[config.mk]
export PLATFORM = sky130hd
export DESIGN_NAME = hdc_csr_fifo_flat
export DESIGN_NICKNAME = d
export VERILOG_FILES = /design/src/rtl/hdc_csr_fifo_if.sv /design/src/rtl/hdc_csr_fifo.sv /design/src/flat_wrapper.sv
export SDC_FILE = /design/constraint.sdc
export NUM_CORES = 1
export LEC_CHECK = 0
export ABC_AREA = 1
export CAP_MARGIN = 20
export CELL_PAD_IN_SITES_DETAIL_PLACEMENT = 0
export CELL_PAD_IN_SITES_GLOBAL_PLACEMENT = 1
export CORE_MARGIN = 2
export CORE_UTILIZATION = 33
export CTS_BUF_LIST = sky130_fd_sc_hd__clkbuf_4 sky130_fd_sc_hd__clkbuf_8 sky130_fd_sc_hd__clkbuf_16
export DETAILED_ROUTE_END_ITERATION = 7
export HOLD_SLACK_MARGIN = 0.03
export PLACE_DENSITY_LB_ADDON = 0.1
export SLEW_MARGIN = 25
export SYNTH_ARGS = -nofsm -noshare
export SYNTH_HDL_FRONTEND = slang
export SYNTH_SLANG_ARGS = --single-unit
[constraint.sdc]
create_clock -name clk_i -period 2.45 [get_ports clk_i]
set_input_delay 0.49 -clock clk_i [delete_from_list [all_inputs] [get_ports clk_i]]
set_output_delay 0.49 -clock clk_i [all_outputs]
set_load 0.02 [all_outputs]
[src/rtl/hdc_csr_fifo_if.sv]
// hdc_csr_fifo_if: valid/ready CSR request/response bus between the core and the CSR manager
interface hdc_csr_fifo_if #(
  parameter int CSR_WIDTH = 32,
  parameter int CSR_ADDR_WIDTH = 32
);
  logic [CSR_ADDR_WIDTH-1:0] addr;
  logic [CSR_WIDTH-1:0] wr_data;
  logic wr_en;
  logic req_valid;
  logic req_ready;
  logic [CSR_WIDTH-1:0] rd_data;
  logic rsp_valid;
  logic rsp_ready;
  modport master (
    output addr, wr_data, wr_en, req_valid, rsp_ready,
    input req_ready, rd_data, rsp_valid
  );
  modport slave (
    input addr, wr_data, wr_en, req_valid, rsp_ready,
    output req_ready, rd_data, rsp_valid
  );
endinterface

[src/rtl/hdc_csr_fifo.sv]
// hdc_csr_fifo: CSR manager with input/output FIFOs, sticky overflow flags and irq for the SBD-HDC accelerator
module hdc_csr_fifo #(
  parameter int CSR_WIDTH = 32,
  parameter int CSR_ADDR_WIDTH = 32,
  parameter int IN_DEPTH = 4,
  parameter int OUT_DEPTH = 4,
  parameter int OUT_WIDTH = 5
) (
  input  logic                 clk_i,
  input  logic                 rst_ni,
  hdc_csr_fifo_if.slave        csr,
  output logic                 start_o,
  output logic                 soft_rst_no,
  output logic                 in_valid_o,
  input  logic                 in_ready_i,
  output logic [5:0]           in_value_o,
  output logic [5:0]           in_shift_o,
  output logic                 in_done_o,
  input  logic                 running_i,
  input  logic                 out_valid_i,
  input  logic [OUT_WIDTH-1:0] out_value_i,
  output logic [2:0]           bind_cfg_o,
  output logic [23:0]          bund_cfg_o,
  output logic [CSR_WIDTH-1:0] am_addr_base_o,
  output logic [CSR_WIDTH-1:0] am_addr_max_o,
  output logic                 irq_o
);
  localparam int IW = $clog2(IN_DEPTH);
  localparam int OW = $clog2(OUT_DEPTH);
  logic [12:0] in_mem_q [IN_DEPTH];
  logic [OUT_WIDTH-1:0] out_mem_q [OUT_DEPTH];
  logic [IW-1:0] in_rd_q, in_wr_q;
  logic [OW-1:0] out_rd_q, out_wr_q;
  logic [IW:0] in_cnt_q, in_cnt_d;
  logic [OW:0] out_cnt_q, out_cnt_d;
  logic in_ovf_q, in_ovf_d, out_ovf_q, out_ovf_d;
  logic rsp_valid_q, start_q, srst_q, irq_q, irq_en_q;
  logic [CSR_WIDTH-1:0] rd_data_q, rdata, am_base_q, am_max_q;
  logic [2:0] bind_q;
  logic [23:0] bund_q;
  logic [12:0] in_head;
  logic [OUT_WIDTH-1:0] out_head;
  logic [3:0] idx;
  logic in_map, accept, wr_acc, rd_acc;
  logic in_push, in_pop, in_full, in_push_ok;
  logic out_pop, out_full, out_empty, out_push_ok;
  assign csr.req_ready = !rsp_valid_q || csr.rsp_ready;
  assign csr.rsp_valid = rsp_valid_q;
  assign csr.rd_data = rd_data_q;
  assign idx = csr.addr[3:0];
  assign in_map = csr.addr[CSR_ADDR_WIDTH-1:4] == '0;
  assign accept = csr.req_valid && csr.req_ready;
  assign wr_acc = accept && csr.wr_en && in_map;
  assign rd_acc = accept && !csr.wr_en && in_map;
  assign in_valid_o = in_cnt_q != '0;
  assign in_full = in_cnt_q == (IW+1)'(IN_DEPTH);
  assign in_push = wr_acc && idx == 4'd1;
  assign in_pop = in_valid_o && in_ready_i;
  // a pop in the same cycle frees the slot a full-FIFO push needs
  assign in_push_ok = in_push && (!in_full || in_pop);
  assign in_head = in_valid_o ? in_mem_q[in_rd_q] : '0;
  assign {in_done_o, in_shift_o, in_value_o} = in_head;
  assign out_empty = out_cnt_q == '0;
  assign out_full = out_cnt_q == (OW+1)'(OUT_DEPTH);
  assign out_pop = rd_acc && idx == 4'd8 && !out_empty;
  assign out_push_ok = out_valid_i && (!out_full || out_pop);
  assign out_head = out_empty ? '0 : out_mem_q[out_rd_q];
  assign in_cnt_d = srst_q ? '0 : in_cnt_q + (IW+1)'(in_push_ok) - (IW+1)'(in_pop);
  assign out_cnt_d = srst_q ? '0 : out_cnt_q + (OW+1)'(out_push_ok) - (OW+1)'(out_pop);
  // set beats a same-cycle clear; soft reset beats both
  assign in_ovf_d = !srst_q && ((in_push && !in_push_ok) ||
                    (in_ovf_q && !(wr_acc && idx == 4'd9 && csr.wr_data[1])));
  assign out_ovf_d = !srst_q && ((out_valid_i && !out_push_ok) ||
                     (out_ovf_q && !(wr_acc && idx == 4'd9 && csr.wr_data[2])));
  assign start_o = start_q;
  assign soft_rst_no = !srst_q;
  assign irq_o = irq_q;
  assign bind_cfg_o = bind_q;
  assign bund_cfg_o = bund_q;
  assign am_addr_base_o = am_base_q;
  assign am_addr_max_o = am_max_q;
  always_comb begin
    rdata = '0;
    if (in_map)
      case (idx)
        4'd1: rdata = CSR_WIDTH'(in_cnt_q);
        4'd2: rdata[23:0] = {8'(out_cnt_q), 8'(in_cnt_q), 3'b0, out_ovf_q, in_ovf_q,
                             !out_empty, !in_full, running_i};
        4'd3: rdata[2:0] = bind_q;
        4'd4: rdata[23:0] = bund_q;
        4'd5: rdata = am_base_q;
        4'd6: rdata = am_max_q;
        4'd8: begin
          rdata[CSR_WIDTH-1] = !out_empty;
          rdata[OUT_WIDTH-1:0] = out_head;
        end
        4'd9: rdata[0] = irq_en_q;
        default: rdata = '0;
      endcase
  end
  always_ff @(posedge clk_i) begin
    if (in_push_ok) in_mem_q[in_wr_q] <= csr.wr_data[12:0];
    if (out_push_ok) out_mem_q[out_wr_q] <= out_value_i;
  end
  always_ff @(posedge clk_i) begin
    if (!rst_ni) begin
      rsp_valid_q <= 1'b0;
      rd_data_q <= '0;
      start_q <= 1'b0;
      srst_q <= 1'b0;
      irq_q <= 1'b0;
      irq_en_q <= 1'b0;
      bind_q <= '0;
      bund_q <= '0;
      am_base_q <= '0;
      am_max_q <= '0;
      in_cnt_q <= '0;
      in_rd_q <= '0;
      in_wr_q <= '0;
      out_cnt_q <= '0;
      out_rd_q <= '0;
      out_wr_q <= '0;
      in_ovf_q <= 1'b0;
      out_ovf_q <= 1'b0;
    end else begin
      rsp_valid_q <= accept || (rsp_valid_q && !csr.rsp_ready);
      if (accept) rd_data_q <= csr.wr_en ? '0 : rdata;
      start_q <= wr_acc && idx == 4'd0 && csr.wr_data[0];
      srst_q <= wr_acc && idx == 4'd7 && csr.wr_data[0];
      irq_q <= irq_en_q && (!out_empty || out_ovf_q);
      if (wr_acc && idx == 4'd3) bind_q <= csr.wr_data[2:0];
      if (wr_acc && idx == 4'd4) bund_q <= csr.wr_data[23:0];
      if (wr_acc && idx == 4'd5) am_base_q <= csr.wr_data;
      if (wr_acc && idx == 4'd6) am_max_q <= csr.wr_data;
      if (wr_acc && idx == 4'd9) irq_en_q <= csr.wr_data[0];
      in_cnt_q <= in_cnt_d;
      out_cnt_q <= out_cnt_d;
      in_ovf_q <= in_ovf_d;
      out_ovf_q <= out_ovf_d;
      in_rd_q <= srst_q ? '0 : in_rd_q + IW'(in_pop);
      in_wr_q <= srst_q ? '0 : in_wr_q + IW'(in_push_ok);
      out_rd_q <= srst_q ? '0 : out_rd_q + OW'(out_pop);
      out_wr_q <= srst_q ? '0 : out_wr_q + OW'(out_push_ok);
    end
  end
endmodule

[src/flat_wrapper.sv]
// flat-port wrapper written by rule: the top's interface ports become plain ports
module hdc_csr_fifo_flat 
#(
  parameter int CSR_WIDTH = 32,
  parameter int CSR_ADDR_WIDTH = 32,
  parameter int IN_DEPTH = 4,
  parameter int OUT_DEPTH = 4,
  parameter int OUT_WIDTH = 5
)
  (clk_i, rst_ni, start_o, soft_rst_no, in_valid_o, in_ready_i, in_value_o, in_shift_o, in_done_o, running_i, out_valid_i, out_value_i, bind_cfg_o, bund_cfg_o, am_addr_base_o, am_addr_max_o, irq_o, csr_addr, csr_wr_data, csr_wr_en, csr_req_valid, csr_rsp_ready, csr_req_ready, csr_rd_data, csr_rsp_valid);
  hdc_csr_fifo_if #(.CSR_WIDTH(CSR_WIDTH), .CSR_ADDR_WIDTH(CSR_ADDR_WIDTH)) csr_i ();
  input  logic clk_i;
  input  logic rst_ni;
  output logic start_o;
  output logic soft_rst_no;
  output logic in_valid_o;
  input  logic in_ready_i;
  output logic [5:0] in_value_o;
  output logic [5:0] in_shift_o;
  output logic in_done_o;
  input  logic running_i;
  input  logic out_valid_i;
  input  logic [OUT_WIDTH-1:0] out_value_i;
  output logic [2:0] bind_cfg_o;
  output logic [23:0] bund_cfg_o;
  output logic [CSR_WIDTH-1:0] am_addr_base_o;
  output logic [CSR_WIDTH-1:0] am_addr_max_o;
  output logic irq_o;
  input wire logic [$bits(csr_i.addr)-1:0] csr_addr;
  input wire logic [$bits(csr_i.wr_data)-1:0] csr_wr_data;
  input wire logic [$bits(csr_i.wr_en)-1:0] csr_wr_en;
  input wire logic [$bits(csr_i.req_valid)-1:0] csr_req_valid;
  input wire logic [$bits(csr_i.rsp_ready)-1:0] csr_rsp_ready;
  output wire logic [$bits(csr_i.req_ready)-1:0] csr_req_ready;
  output wire logic [$bits(csr_i.rd_data)-1:0] csr_rd_data;
  output wire logic [$bits(csr_i.rsp_valid)-1:0] csr_rsp_valid;
  assign csr_i.addr = csr_addr;
  assign csr_i.wr_data = csr_wr_data;
  assign csr_i.wr_en = csr_wr_en;
  assign csr_i.req_valid = csr_req_valid;
  assign csr_i.rsp_ready = csr_rsp_ready;
  assign csr_req_ready = csr_i.req_ready;
  assign csr_rd_data = csr_i.rd_data;
  assign csr_rsp_valid = csr_i.rsp_valid;
  hdc_csr_fifo #(.CSR_WIDTH(CSR_WIDTH), .CSR_ADDR_WIDTH(CSR_ADDR_WIDTH), .IN_DEPTH(IN_DEPTH), .OUT_DEPTH(OUT_DEPTH), .OUT_WIDTH(OUT_WIDTH)) u_core (.clk_i(clk_i), .rst_ni(rst_ni), .csr(csr_i), .start_o(start_o), .soft_rst_no(soft_rst_no), .in_valid_o(in_valid_o), .in_ready_i(in_ready_i), .in_value_o(in_value_o), .in_shift_o(in_shift_o), .in_done_o(in_done_o), .running_i(running_i), .out_valid_i(out_valid_i), .out_value_i(out_value_i), .bind_cfg_o(bind_cfg_o), .bund_cfg_o(bund_cfg_o), .am_addr_base_o(am_addr_base_o), .am_addr_max_o(am_addr_max_o), .irq_o(irq_o));
endmodule
==> impl.org <==
** GRT
- Overall overflow remaining after global route :: 0
- Entering global routing, the biggest net connects about 130 pins.
- The first global-routing pass estimated 46.00 mm of wire.
- The number of global-route vias before repair is 7976.
- Initial antenna violation count :: 0
- Total routing resource utilization after global routing :: roughly a fifth

** Drt
- The routed design has 29.74 mm of wire.
- Detailed routing placed a total of between 2 and 2.5 mm of wire on met3.
- After detailed routing, the wire length on met1 is between 10 and 15 mm.
- For this block, the initial DRC count from the detailed router was 405.
- Wire segments on met2 add up to 14.08 mm in the final route.
- After detailed routing, the average wire length per cell comes to approximately 17 µm.
- After detailed routing, the number of remaining DRC violations is 0.
- Total via count in the routed design :: between 8k and 9k
- Via/cell ratio :: roughly 4.7
- The detail route stage leaves a number of antenna-violating nets equal to 0.
- Detailed Routing Iterations Pass 1 :: 5
- Top routing layer used :: met4

** Run
- The tool flagged a number of max-cap violations equal to 0.

** STA
- RSZ-0062 raised after global routing :: no
- Headroom to the max-slew limit came out at about three fifths.
- Post-layout minimum cycle time :: 2.295 ns
- Total of endpoints with negative setup slack in the final report :: 0
- Clock skew after layout :: 0.007284 ns
- Hold Vio Cnt, Final :: 0
- Hold is met by 0.4633 ns.
- Peak clock frequency supported by timing :: around 0.44 GHz
- For the pin with the worst max-slew slack, the measured transition is ~0.62 ns.
- The max-slew violation total from the final report was 0.
- In the finished design, the share of the clock period the worst path needs comes to 93.66%.

** Critical path
- Cell family contributing the most delay on the critical path :: buffers and inverters
- Of all nets on the critical path, the largest fanout is 6.
- STA classifies the critical path startpoint as a register.
- Buffers and inverters on the worst path :: 4
- Critical setup path kind :: register to primary output
- Critical path required time :: 1.96 ns
- On the worst path, the slowest cell contributes a delay of ~0.36 ns.
- The signal on the critical path passes through clkinvlp_4 -> buf_2 -> buf_4 -> nor2_1 -> o21ai_0 -> a21oi_1 -> clkbuf_2.
- For the worst setup path, the data arrival time is 1.80 ns.
- Slowest cell on crit path :: dfxtp_2
- STA classifies the critical path endpoint as a primary output.

** Finish
- After filler insertion, the fill cell instance count of the layout stands at 2649.
- After routing the design area is 13040 µm².
- Multi-input logic area :: 3506 µm²
- Leaving out fill and tap cells, the most frequent cell in the layout is nand2_1.
- Share of post-route cells with drive strength above 1 :: a little over a tenth
- Number of nets in the layout :: 1435
- Syn-to-layout area delta :: 44.50%
- Registers take 5046 µm².
- Number of diodes :: 0
- Top library cells by usage in the layout, fill and taps aside :: nand2_1 (365), clkdlybuf4s50_1 (204), a21oi_1 (144), dfxtp_1 (143), nor2_1 (128)
- Final cell count without fillers :: 1709

** Logic synthesis
- In the synthesized netlist the dominant register cell turns out to be dfxtp_1.
- Portion of synthesized cell area occupied by the leading cell type :: 31.94%
- The synthesized design contains 216 register bits.
- Summing every instance area after synthesis gives 9026 µm².
- Async S/R FF share, synth :: 0%
- Yosys attributes the largest share of cell area to dfxtp_1 (32%), edfxtp_1 (24%), nand2_1 (15%).
- Sequential element share of the synthesized area :: 55.89%
- Number of flops mapped to enable cells by yosys :: 72
- YS warnings :: 0
- Cell taking the most area after synthesis :: dfxtp_1
- Avg Synthesized Cell Area :: 8.281 µm²
- Distinct cells, synth :: 35
- Cell count after synthesis :: about 1.1k
- Number of nets in the synthesized netlist :: 1175

** Floorplan
- Ports :: between 200 and 250
- Placeable core region :: 26880 µm²
- The floorplan step set the die width to 169.4 µm.
- Measured along the y axis, the die boundary spans 169.4 µm.
- The initial utilization of the core area, before any placement, comes to 33.58%.
- After floorplanning, the core was divided into 60 placement rows.
- The die covers 28690 µm².

** Clock network
- Master cell of the clock root buffer :: clkbuf_16
- CTS HTree Levels :: 1
- TritonCTS built the clock tree.
- Clock tree synthesis found a total of between 200 and 250 sinks.
- Clock-pin slew was measured on the worst setup and hold paths at roughly 0.060 ns.
- Post-cts hold buffer count :: 0
- Buffer levels on the longest clock path :: 3
- For the worst-skew pair, the clock arrives at the later sink with an insertion delay of 0.51 ns.
- Clock buffer count from CTS :: 24

** Placed design
- Routability congestion estimate from global placement :: 0.7882
- Number of cells after detailed placement :: ~1.7k
- Detail Placement HPWL :: slightly above 20 mm
- Once placement finished, the instance area stood at 12010 µm².
- Buffers placed on the I/O ports in this run total 218.

** Power and ir drop
- In this run the power density over the cells is 756.7 nW/µm².
- Across the VDD grid, the largest voltage drop is 0.3664 mV.
- The analysis attributes to cell leakage a power of slightly below 0.005 µW.

** Outcome
- The run finished with clean final reports.

** Min path
- The path class of the tightest hold or removal check is register to register.
==> flip-flops by register name, indices dropped and copies added, names as in the netlist, 2 cells and up <==
signal,cells
u_core.am_addr_base_o,32
u_core.am_addr_max_o,32
u_core.csr.rd_data,32
u_core.in_wr_q,2
u_core.in_rd_q,2
u_core.bund_cfg_o,24
u_core.out_wr_q,2
u_core.bind_cfg_o,3
u_core.out_rd_q,2
u_core.in_mem_q,52
u_core.in_cnt_q,3
u_core.out_mem_q,20
u_core.out_cnt_q,3
==> cells by family (layout without fill, tap and decap cells) <==
family	after synthesis	count (layout)	synth area share [%]
AND/OR/NAND/NOR	551	551	25.17
flip-flops	216	216	55.89
AO/OA/AOI/OAI	201	201	11.78
buffers and inverters	109	387	5.392
adder cells (fa/ha/maj)	8	8	1.275
XOR/XNOR	5	5	0.4853
==> worst reg2reg max path, delay by kind of cell, from the launching register on <==
| family | cells | cell delay, ns |
|---|---|---|
| adder cells (fa/ha/maj) | 2 | 0.58 |
| AND/OR/NAND/NOR | 3 | 0.48 |
| buffers and inverters | 4 | 0.36 |
| flip-flops | 1 | 0.34 |
| AO/OA/AOI/OAI | 2 | 0.23 |
| XOR/XNOR | 1 | 0.15 |
==> metrics by stage <==
stage | TNS (ns) | power [µW] | worst slack [ns] | utilization (%)
detailed placement | -11.08 | 5628 | -0.2386 | 44.68
floorplan | -1.097 | 4795 | -0.02112 | -
global placement | -9.903 | 5620 | -0.2115 | 44.68
global route | 0 | 10290 | 0.01517 | 48.53
CTS | -2.038 | 9968 | -0.2091 | 48.24
finish | 0 | 9870 | 0.1554 | 48.53
==> power breakdown <==
group          leakage [µW]  internal [µW]  total [µW]  switching, µW
logic               0.00256            705        1670            969
clock network      0.000464           2830        4340           1510
registers           0.00181           3780        3850           73.4
==> cell usage after synthesis (all sizes together), types with 7 or more instances <==
library cell / instances
nand2: 371
a21oi: 144
dfxtp: 144
nor2: 133
edfxtp: 72
inv: 54
o21ai: 39
clkbuf: 34
nand3: 31
buf: 21
a22o: 7
==> final timing paths <==
| check | from | to | slack, ns | cells after the start |
|---|---|---|---|---|
| hold / removal | u_core.csr.rd_data[25] | u_core.csr.rd_data[25] | 0.46 | 2 |
| hold reg to reg | u_core.csr.rd_data[25] | u_core.csr.rd_data[25] | 0.46 | 2 |
| setup reg to reg | u_core.out_cnt_q[1] | u_core.out_cnt_q[2] | 0.26 | 12 |
| setup / recovery | u_core.in_rd_q[1] | in_value_o[5] | 0.16 | 7 |
==> per-layer routing <==
layer / vias up / global-route usage, %
met5: - / 0
met4: 0 / 4.422
met3: 38 / 5.037
met2: 224 / 34.85
met1: 3716 / 26.72
li1: 4089 / -
==> timing repair <==
action | in CTS | in global routing
setup endpoints to repair | 13 | 12
buffers inserted | 0 | 6
gates resized for setup | 2 | 20
endpoints found under the hold margin | 0 | 0
==> final cells by class <==
| type | count | area share (%) |
|---|---|---|
| Tap cell | 341 | 3.271 |
| Timing Repair Buffer | 289 | 22.21 |
| Sequential cell | 216 | 38.69 |
| Clock buffer | 27 | 4.912 |
| Clock inverter | 17 | 2.437 |
| Multi-Input combinational cell | 765 | 26.88 |
| Inverter | 54 | 1.602 |
(Power assumes the default switching activity.)
